<file path="config.mk">
export PLATFORM = sky130hd
export DESIGN_NAME = collision_scanner_flat
export DESIGN_NICKNAME = d
export VERILOG_FILES = /design/src/rtl/collision_scanner_if.sv /design/src/rtl/collision_scanner.sv /design/src/flat_wrapper.sv
export SDC_FILE = /design/constraint.sdc
export NUM_CORES = 1
export LEC_CHECK = 0
export BUFFER_PORTS_ARGS = -buffer_cell sky130_fd_sc_hd__buf_4
export CORE_MARGIN = 4
export CORE_UTILIZATION = 45
export CTS_BUF_LIST = sky130_fd_sc_hd__clkbuf_4 sky130_fd_sc_hd__clkbuf_8
export CTS_CLUSTER_SIZE = 12
export DETAILED_ROUTE_END_ITERATION = 16
export GPL_ROUTABILITY_DRIVEN = 1
export HOLD_SLACK_MARGIN = 0.15
export PLACE_DENSITY = 0.69
export SLEW_MARGIN = 30
export SYNTH_ARGS = -nofsm -noshare
export SYNTH_HDL_FRONTEND = slang
export SYNTH_SLANG_ARGS = --single-unit
</file>
<file path="constraint.sdc">
create_clock -name i_Clk -period 6.75 [get_ports i_Clk]
set_input_delay 1.0125 -clock i_Clk [delete_from_list [all_inputs] [get_ports i_Clk]]
set_output_delay 1.0125 -clock i_Clk [all_outputs]
set_load 0.1 [all_outputs]
</file>
<file path="src/rtl/collision_scanner_if.sv">
// rtl/collision_scanner_if.sv - scan request/result bundle for collision_scanner
//
// Purpose : groups the scan request inputs and the scan result outputs.
// Signals : i_Start         scan request (one cycle)
//           i_Frog_X        frog top-left X (10 bits)
//           i_Frog_Y        frog top-left Y (9 bits)
//           i_Car_X         packed car top-left X, car k at [10k+9:10k]
//           o_Busy          scan in progress (SCAN or DONE)
//           o_Done          one-cycle end-of-scan pulse
//           o_Has_Collided  result of the last completed scan
//           o_Hit_Index     lowest colliding car index, 0 when no hit
// Modports: master drives the request, slave is the scanner.
interface collision_scanner_if #(
    parameter int NUM_CARS = 8
);
    logic                     i_Start;
    logic [9:0]               i_Frog_X;
    logic [8:0]               i_Frog_Y;
    logic [NUM_CARS*10-1:0]   i_Car_X;
    logic                     o_Busy;
    logic                     o_Done;
    logic                     o_Has_Collided;
    logic [4:0]               o_Hit_Index;

    modport master (
        output i_Start, i_Frog_X, i_Frog_Y, i_Car_X,
        input  o_Busy, o_Done, o_Has_Collided, o_Hit_Index
    );

    modport slave (
        input  i_Start, i_Frog_X, i_Frog_Y, i_Car_X,
        output o_Busy, o_Done, o_Has_Collided, o_Hit_Index
    );
endinterface

</file>
<file path="src/rtl/collision_scanner.sv">
// rtl/collision_scanner.sv - sequential frog/car AABB collision scanner
//
// Purpose : on i_Start, snapshots the frog and car positions and tests one
//           car per clock for strict bounding-box overlap with the frog.
//           The lowest colliding index and a hit flag are published with
//           a one-cycle o_Done pulse, NUM_CARS+1 clocks after i_Start.
// Ports   : i_Clk   - clock, rising edge
//           i_Rst_N - asynchronous active-low reset
//           bus     - collision_scanner_if.slave (request in, result out)
// Config  : COLLISION_STICKY_EN - when defined, o_Has_Collided latches any
//           hit until reset and o_Hit_Index keeps the first hit since reset.
module collision_scanner #(
    parameter int TILE_SIZE  = 32,
    parameter int NUM_CARS   = 8,
    parameter int NUM_LANES  = 4,
    parameter int LANE_Y0    = 64,
    parameter int LANE_PITCH = 32
) (
    input logic                i_Clk,
    input logic                i_Rst_N,
    collision_scanner_if.slave bus
);

    localparam int          IDX_W     = (NUM_CARS > 1) ? $clog2(NUM_CARS) : 1;
    localparam logic [4:0]  LAST_IDX  = 5'(NUM_CARS - 1);
    localparam logic [4:0]  LAST_LANE = 5'(NUM_LANES - 1);
    localparam logic [10:0] TILE_X    = 11'(TILE_SIZE);
    localparam logic [9:0]  TILE_Y    = 10'(TILE_SIZE);
    localparam logic [9:0]  Y0        = 10'(LANE_Y0);
    localparam logic [9:0]  PITCH     = 10'(LANE_PITCH);

    typedef enum logic [1:0] {
        S_IDLE = 2'd0,
        S_SCAN = 2'd1,
        S_DONE = 2'd2
    } state_t;

    state_t      r_state;
    logic [4:0]  r_index;
    logic [4:0]  r_lane;
    logic [9:0]  r_car_y;
    logic [9:0]  r_frog_x;
    logic [8:0]  r_frog_y;
    logic [9:0]  r_car_x [NUM_CARS];
    logic        r_acc_hit;
    logic [4:0]  r_acc_idx;
    logic        r_busy;
    logic        r_done;
    logic        r_has_collided;
    logic [4:0]  r_hit_index;

    logic [9:0]  w_car_x;
    logic [10:0] w_fx;
    logic [10:0] w_cx;
    logic [9:0]  w_fy;
    logic        w_hit;
    logic        w_final_hit;
    logic [4:0]  w_final_idx;

    // Widened operands: X sums need 11 bits and Y sums 10 bits so that a
    // frog or car near the right/bottom edge cannot wrap into a false hit.
    assign w_car_x = r_car_x[r_index[IDX_W-1:0]];
    assign w_fx    = {1'b0, r_frog_x};
    assign w_cx    = {1'b0, w_car_x};
    assign w_fy    = {1'b0, r_frog_y};

    assign w_hit = (w_fx < (w_cx + TILE_X)) && ((w_fx + TILE_X) > w_cx) &&
                   (w_fy < (r_car_y + TILE_Y)) && ((w_fy + TILE_Y) > r_car_y);

    // Result including the car being evaluated in the final SCAN cycle; an
    // earlier hit always wins so the lowest index is kept.
    assign w_final_hit = r_acc_hit | w_hit;
    assign w_final_idx = r_acc_hit ? r_acc_idx : (w_hit ? r_index : 5'd0);

    always_ff @(posedge i_Clk or negedge i_Rst_N) begin
        if (!i_Rst_N) begin
            r_state        <= S_IDLE;
            r_index        <= 5'd0;
            r_lane         <= 5'd0;
            r_car_y        <= Y0;
            r_frog_x       <= 10'd0;
            r_frog_y       <= 9'd0;
            for (int k = 0; k < NUM_CARS; k++) begin
                r_car_x[k] <= 10'd0;
            end
            r_acc_hit      <= 1'b0;
            r_acc_idx      <= 5'd0;
            r_busy         <= 1'b0;
            r_done         <= 1'b0;
            r_has_collided <= 1'b0;
            r_hit_index    <= 5'd0;
        end else begin
            case (r_state)
                S_IDLE: begin
                    if (bus.i_Start) begin
                        r_frog_x <= bus.i_Frog_X;
                        r_frog_y <= bus.i_Frog_Y;
                        for (int k = 0; k < NUM_CARS; k++) begin
                            r_car_x[k] <= bus.i_Car_X[10*k +: 10];
                        end
                        r_acc_hit <= 1'b0;
                        r_acc_idx <= 5'd0;
                        r_index   <= 5'd0;
                        r_lane    <= 5'd0;
                        r_car_y   <= Y0;
                        r_busy    <= 1'b1;
                        r_state   <= S_SCAN;
                    end
                end

                S_SCAN: begin
                    if (w_hit && !r_acc_hit) begin
                        r_acc_hit <= 1'b1;
                        r_acc_idx <= r_index;
                    end
                    // Lane Y is stepped incrementally instead of computing
                    // (k mod NUM_LANES) * LANE_PITCH every cycle.
                    if (r_lane == LAST_LANE) begin
                        r_lane  <= 5'd0;
                        r_car_y <= Y0;
                    end else begin
                        r_lane  <= r_lane + 5'd1;
                        r_car_y <= r_car_y + PITCH;
                    end
                    if (r_index == LAST_IDX) begin
                        r_state <= S_DONE;
                        r_done  <= 1'b1;
`ifdef COLLISION_STICKY_EN
                        if (!r_has_collided) begin
                            r_has_collided <= w_final_hit;
                            r_hit_index    <= w_final_idx;
                        end
`else
                        r_has_collided <= w_final_hit;
                        r_hit_index    <= w_final_idx;
`endif
                    end else begin
                        r_index <= r_index + 5'd1;
                    end
                end

                S_DONE: begin
                    // i_Start is not looked at here; a new scan needs IDLE.
                    r_done  <= 1'b0;
                    r_busy  <= 1'b0;
                    r_state <= S_IDLE;
                end

                default: begin
                    r_done  <= 1'b0;
                    r_busy  <= 1'b0;
                    r_state <= S_IDLE;
                end
            endcase
        end
    end

    assign bus.o_Busy         = r_busy;
    assign bus.o_Done         = r_done;
    assign bus.o_Has_Collided = r_has_collided;
    assign bus.o_Hit_Index    = r_hit_index;

endmodule

</file>
<file path="src/flat_wrapper.sv">
// flat-port wrapper written by rule: the top's interface ports become plain ports
module collision_scanner_flat 
#(
    parameter int TILE_SIZE  = 32,
    parameter int NUM_CARS   = 8,
    parameter int NUM_LANES  = 4,
    parameter int LANE_Y0    = 64,
    parameter int LANE_PITCH = 32
)
  (i_Clk, i_Rst_N, bus_i_Start, bus_i_Frog_X, bus_i_Frog_Y, bus_i_Car_X, bus_o_Busy, bus_o_Done, bus_o_Has_Collided, bus_o_Hit_Index);
  collision_scanner_if #(.NUM_CARS(NUM_CARS)) bus_i ();
  input logic i_Clk;
  input logic i_Rst_N;
  input wire logic [$bits(bus_i.i_Start)-1:0] bus_i_Start;
  input wire logic [$bits(bus_i.i_Frog_X)-1:0] bus_i_Frog_X;
  input wire logic [$bits(bus_i.i_Frog_Y)-1:0] bus_i_Frog_Y;
  input wire logic [$bits(bus_i.i_Car_X)-1:0] bus_i_Car_X;
  output wire logic [$bits(bus_i.o_Busy)-1:0] bus_o_Busy;
  output wire logic [$bits(bus_i.o_Done)-1:0] bus_o_Done;
  output wire logic [$bits(bus_i.o_Has_Collided)-1:0] bus_o_Has_Collided;
  output wire logic [$bits(bus_i.o_Hit_Index)-1:0] bus_o_Hit_Index;
  assign bus_i.i_Start = bus_i_Start;
  assign bus_i.i_Frog_X = bus_i_Frog_X;
  assign bus_i.i_Frog_Y = bus_i_Frog_Y;
  assign bus_i.i_Car_X = bus_i_Car_X;
  assign bus_o_Busy = bus_i.o_Busy;
  assign bus_o_Done = bus_i.o_Done;
  assign bus_o_Has_Collided = bus_i.o_Has_Collided;
  assign bus_o_Hit_Index = bus_i.o_Hit_Index;
  collision_scanner #(.TILE_SIZE(TILE_SIZE), .NUM_CARS(NUM_CARS), .NUM_LANES(NUM_LANES), .LANE_Y0(LANE_Y0), .LANE_PITCH(LANE_PITCH)) u_core (.i_Clk(i_Clk), .i_Rst_N(i_Rst_N), .bus(bus_i));
endmodule
</file>
# Yosys cells after proc, flatten, opt, wreduce, memory -nomap -nowiden
# Cells that the tools add are included.
dict set report totals {
  latch_bits 0
  ramBits 0
  output_inout_bits 8
  n_memories 0
  register_bits 135
  mem_bits_ro 0
}
dict set report op_classes {
  n_bitwise 4
  magnitude_cmp 5
  n_eq_ne 7
  n_reduce_logical 15
  addsub 6
  shift 0
  n_mul 0
  mux 25
  div_mod_pow 0
}
# op n
set ops {}
lappend ops {{$mux 10} 4}
lappend ops {{$bmux 10 s3} 1}
lappend ops {{$mux 5} 6}
lappend ops {{$pmux 5 s2} 3}
lappend ops {{$add 10x6->11 const B} 2}
lappend ops {{$pmux 10 s2} 1}
lappend ops {{$reduce_and 2->1} 6}
lappend ops {{$gt 11x10->1} 1}
lappend ops {{$lt 10x11->1} 1}
lappend ops {{$add 10x6->10 const B} 1}
lappend ops {{$add 5x1->5 const B} 2}
lappend ops {{$add 9x6->10 const B} 1}
lappend ops {{$gt 10x10->1} 1}
lappend ops {{$lt 9x10->1} 1}
lappend ops {{$pmux 1 s2} 3}
lappend ops {{$reduce_and 3->1} 2}
lappend ops {{$eq 5x2->1 const B} 1}
lappend ops {{$eq 5x3->1 const B} 1}
lappend ops {{$ge 4x4->1 const B} 1}
lappend ops {{$logic_and 1x1->1} 4}
lappend ops {{$mux 1} 4}
lappend ops {{$mux 2} 2}
lappend ops {{$ne 2x1->1 const B} 2}
lappend ops {{$ne 2x2->1 const B} 2}
lappend ops {{8 further kinds} 9}

# Depth between registers and ports, before layout
dict set report logic_depth {
  ltp_word 12
  ltp_mapped 14
  ltp_nobuf 12
}

# Least setup slack after synthesis
# Ideal clock, no wire load.
dict set report synth_path {
  path_type {reg-to-reg}
  from {register u_core.r_index[0]}
  to {register u_core.r_acc_idx[0]}
  path_buffers 3
  synth_period_minus_slack_ns 3.772
  path_stages_with_launch 13
  path_slack_ns 2.978
  t_required_ns 6.671
  arrival_time_ns 3.692
  path_cell_list {dfrtp_1 > buf_4 > buf_1 > mux4_2 > mux2_2 > ha_1 > nand3_1 > o21bai_1 > o21bai_1 > a2111oi_0 > and3_4 > buf_6 > mux2i_1}
}
dict set report synth_between {
  elab_chain_cells 12
}
# item line_no
set synth_rtl {}
lappend synth_rtl {{start: declaration} collision_scanner.sv:39} ;# logic [4:0] r_index;
lappend synth_rtl {{start signal: assignment} collision_scanner.sv:138} ;# r_index <= r_index + 5'd1;
lappend synth_rtl {{$not 3->4 (implied by the code)} collision_scanner.sv:62} ;# assign w_car_x = r_car_x[r_index[IDX_W-1:0]];
lappend synth_rtl {{$bmux 10 s3} collision_scanner.sv:62}
lappend synth_rtl {{$mux 10 (implied by the code) (2 in series)} collision_scanner.sv:62}
lappend synth_rtl {{$add 10x6->11} collision_scanner.sv:67} ;# assign w_hit = (w_fx < (w_cx + TILE_X)) && ((w_fx + TILE_X) > w_cx) &&
lappend synth_rtl {{$lt 10x11->1} collision_scanner.sv:67}
lappend synth_rtl {{$logic_and 1x1->1 (2 in series)} collision_scanner.sv:67}
lappend synth_rtl {{$logic_and 1x1->1} collision_scanner.sv:68} ;# (w_fy < (r_car_y + TILE_Y)) && ((w_fy + TILE_Y) > r_car_y);
lappend synth_rtl {{$logic_and 1x1->1} collision_scanner.sv:112} ;# if (w_hit && !r_acc_hit) begin
lappend synth_rtl {{$ne 2x1->1 (no source line)} n/a}
lappend synth_rtl {{$reduce_and 3->1 (no source line)} n/a}
lappend synth_rtl {{end signal: assignment} collision_scanner.sv:114} ;# r_acc_idx <= r_index;
lappend synth_rtl {{end: declaration} collision_scanner.sv:46} ;# logic [4:0] r_acc_idx;
# Several ways; a longest one is shown, not always the timed one. The select of a mux whose other input is x is not followed.
# A chain may end at the register's enable or synchronous reset.

# Worst setup path after layout
dict set report layout_path {
  from {register u_core.r_index[1]}
  to {register u_core.r_acc_idx[0]}
}
dict set report layout_between {
  elab_chain_cells 12
}
# item line_no
set layout_rtl {}
lappend layout_rtl {{$not 3->4 (implied by the code) *} collision_scanner.sv:62}
lappend layout_rtl {{$bmux 10 s3 *} collision_scanner.sv:62}
lappend layout_rtl {{$mux 10 (implied by the code) * (2 in series)} collision_scanner.sv:62}
lappend layout_rtl {{$add 10x6->11} collision_scanner.sv:67}
lappend layout_rtl {{$lt 10x11->1} collision_scanner.sv:67}
lappend layout_rtl {{$logic_and 1x1->1 * (2 in series)} collision_scanner.sv:67}
lappend layout_rtl {{$logic_and 1x1->1 *} collision_scanner.sv:68}
lappend layout_rtl {{$logic_and 1x1->1 *} collision_scanner.sv:112}
lappend layout_rtl {{$ne 2x1->1 (no source line) *} n/a}
lappend layout_rtl {{$reduce_and 3->1 (no source line) *} n/a}
# Mark *: on every way between the ends. The rest lies on a longest branch, timed or not. The select of a mux whose other input is x is not followed.

==> summary.md <==
| Metric | Value |
|---|---|
| Status | `finished clean` |
| Clk buf depth | `2` |
| Switching power | `1.69 mW` |
| Switching Share | `0.416` |
| Vias in the first global route | `5245` |
| Final Hold Vio Count | `0` |
| Port bufs | `109` |
| Mean Syn Cell Area | `9.34 um^2` |
| Post-synth EDFFs | `0` |
| Layout Skew | `9.62 ps` |
| Post-CTS sizing | `0` |
| Crit-path max FO | `15` |
| Gr ovfl total | `0` |
| Sequential-to-total area share from yosys stat | `0.509` |
| Core area | `0.0139 mm^2` |
| Drt first pass iters | `5` |
| Slew Limit Fails | `0` |
| Die ar. | `0.0162 mm^2` |
| Worst EP arrival | `4280 ps` |
| Yosys cell types | `48` |
| Dpl ws | `2870 ps` |
| CTS tree | `done` |
| Final nets | `917` |
| Worst Path Required | `7110 ps` |
| Vias | `4962` |
| Max VDD drop | `0.209 mV` |
| Final Util | `0.562` |
| Synthesis-to-layout area growth | `21.9%` |
| Synthesized net count | `817` |
| Fin Setup TNS | `0 ps` |
| Chip height | `127 um` |
| Cts hold-fix bufs | `0` |
| Routed WL per cell | `15.1 um` |
| Power Internal | `2.37 mW` |
| Clock power share | `0.169` |
| Share of cells above drive strength 1 | `0.222` |
| Hold Path Class | `reg2reg` |
| Vias per inst | `5.07` |
| # diodes | `0` |
| Clk slew on worst S/H paths | `80 ps` |
| Final period utilization | `0.580` |
| RSZ-0062 raised after global routing | `false` |
| Commonest non-fill, non-tap cells in the layout | `nand2_1 (310), dfrtp_1 (128), buf_4 (111), ha_1 (30), clkbuf_8 (21)` |
| RePlAce Congestion | `0.839` |
| Most used DFF post-synth | `dfrtp_1` |
| Top achievable clock speed | `256 MHz` |
| Tmin final | `3910 ps` |
| Power Density | `520 mW/mm^2` |
| TritonCTS Buffers | `17` |
| WL final | `14800 um` |
| IO Count | `110` |
| Number of synthesized register bits | `130` |
| Final antenna-violating net count | `0` |
| Clock tree sinks | `130` |
| Hpwl dp | `10700 um` |
| Most common cell after layout, fill and taps aside | `nand2_1` |
| Yosys Warn Count | `0` |
| Max-Cap Viols | `0` |
| Count of mapped cells out of synthesis | `685` |
| Largest net degree at the start of global routing | `106` |
| Die X | `127 um` |
| Setup crit start kind | `flip-flop` |
| WS Path Type | `reg2reg` |
| Starting density of the core | `0.461` |
| Worst slew pin tran | `732 ps` |
| Leak Pwr | `4.03 nW` |
| Dpl cell area | `0.00734 mm^2` |
| CTS Root Cell | `clkbuf_8` |
| Setup ws final | `2840 ps` |
| Fraction of registers with async set or reset after synthesis | `1.00` |
| All-Layer GR Usage | `0.193` |
| Crit end category | `flip-flop` |
| Initial drt markers | `419` |
| H-tree levels | `4` |
| Slew Limit Headroom | `0.500` |
| Design area | `0.00780 mm^2` |
| Mapped cell area | `0.00640 mm^2` |
| First-pass GRT wire length | `24800 um` |
| Worst-Skew Late Latency | `440 ps` |
| Final setup fails | `0` |
| Logic pwr share | `0.479` |
| Hold Slack | `467 ps` |
| Residual DRC | `0` |
| # rows | `43` |
| Reg power frac | `0.352` |
| Setup bufs post-CTS | `0` |
| Initial antenna violation count | `0` |
[layout make-up]
| type | instances | area [um^2] |
|---|---|---|
| multi-input cells | 501 | 2940 |
| inverters | 22 | 82.6 |
| repair buffers | 113 | 872 |
| fillers | 1261 | 6080 |
| clock inverters | 10 | 123 |
| well taps | 180 | 225 |
| flip-flops and latches | 130 | 3260 |
| clock buffers | 22 | 297 |
[power groups by stage]
stage / Sequential [mW] / Clock [mW] / Combinational [mW]
2_1_floorplan: 1.45 / 0 / 1.41
3_3_place_gp: 1.42 / 0 / 1.86
3_5_place_dp: 1.44 / 0 / 1.94
4_1_cts: 1.43 / 0.705 / 1.95
5_1_grt: 1.48 / 0.738 / 2.20
6_report: 1.43 / 0.686 / 1.94
[cell families after synthesis]
kind of cell	synth area share
flops	0.509
compound gates	0.0514
mux	0.0974
xor+xnor	0.0192
buf+inv	0.0348
fa+ha+maj	0.0587
simple gates	0.230
[state kept, by name (all words and copies together) (netlist names), 2 cells and up]
register	count
u_core.r_car_x	80
u_core.r_frog_x	10
u_core.r_frog_y	9
u_core.bus.o_Hit_Index	5
u_core.r_acc_idx	5
u_core.r_car_y	5
u_core.r_index	5
u_core.r_lane	5
u_core.r_state	2
[critical path: stages, from the launching register on]
cell	delay [ps]
dfrtp_1	600
buf_4	340
mux4_2	580
mux2i_2	230
ha_1	300
nand4_1	140
o21bai_1	80
o21bai_1	160
a2111oi_0	700
buf_4	240
and3_4	240
mux2i_1	210
[metrics by stage]
stage          cells  total power [mW]
3_5_place_dp     945              3.38
5_1_grt          978              4.41
6_report         978              4.05
3_3_place_gp     945              3.29
2_1_floorplan    685              2.86
4_1_cts          977              4.08
[metal layers]
| layer | global-route usage | part of all wire |
|---|---|---|
| met5 | 0 | 0 |
| met4 | 0.0606 | 0.016 |
| met3 | 0.0523 | 0.050 |
| met2 | 0.311 | 0.49 |
| met1 | 0.256 | 0.45 |
[cell usage after synthesis (all sizes together), types with 2 or more instances]
| library cell | number | area [um^2] |
|---|---|---|
| dfrtp | 129 | 3230 |
| clkbuf | 19 | 71.3 |
| nand3 | 11 | 55.1 |
| nand2b | 2 | 12.5 |
| nor2b | 3 | 18.8 |
| xnor2 | 12 | 105 |
| o22ai | 2 | 12.5 |
| a21o | 3 | 22.5 |
| o21ai | 20 | 100 |
| mux2i | 14 | 144 |
| mux2 | 2 | 26.3 |
| nor3 | 4 | 20.0 |
| nand4b | 3 | 26.3 |
| and3 | 3 | 23.8 |
| mux4 | 20 | 453 |
| o21bai | 2 | 15.0 |
| nand2 | 311 | 1170 |
| inv | 22 | 82.6 |
| o21a | 2 | 15.0 |
| nor2 | 15 | 56.3 |
| xor2 | 2 | 17.5 |
| buf | 13 | 68.8 |
| o31ai | 2 | 15.0 |
| ha | 30 | 375 |
| a22o | 2 | 17.5 |
| nand4 | 5 | 31.3 |
| or3 | 3 | 18.8 |
| a21oi | 18 | 90.1 |
[worst paths after layout]
check / end / slack [ps] / startpoint / cells after the start
max in group asynchronous: u_core.r_frog_x[1] / 5000 / i_Rst_N / 2
max: u_core.r_acc_idx[0] / 2840 / u_core.r_index[1] / 11
min: u_core.bus.o_Hit_Index[3] / 470 / u_core.bus.o_Hit_Index[3] / 2
min in group asynchronous: u_core.r_frog_y[2] / 630 / i_Rst_N / 1
max reg2reg: u_core.r_acc_idx[0] / 2840 / u_core.r_index[1] / 11
min reg2reg: u_core.bus.o_Hit_Index[3] / 470 / u_core.bus.o_Hit_Index[3] / 2
Power figures use the tool's default switching activity.
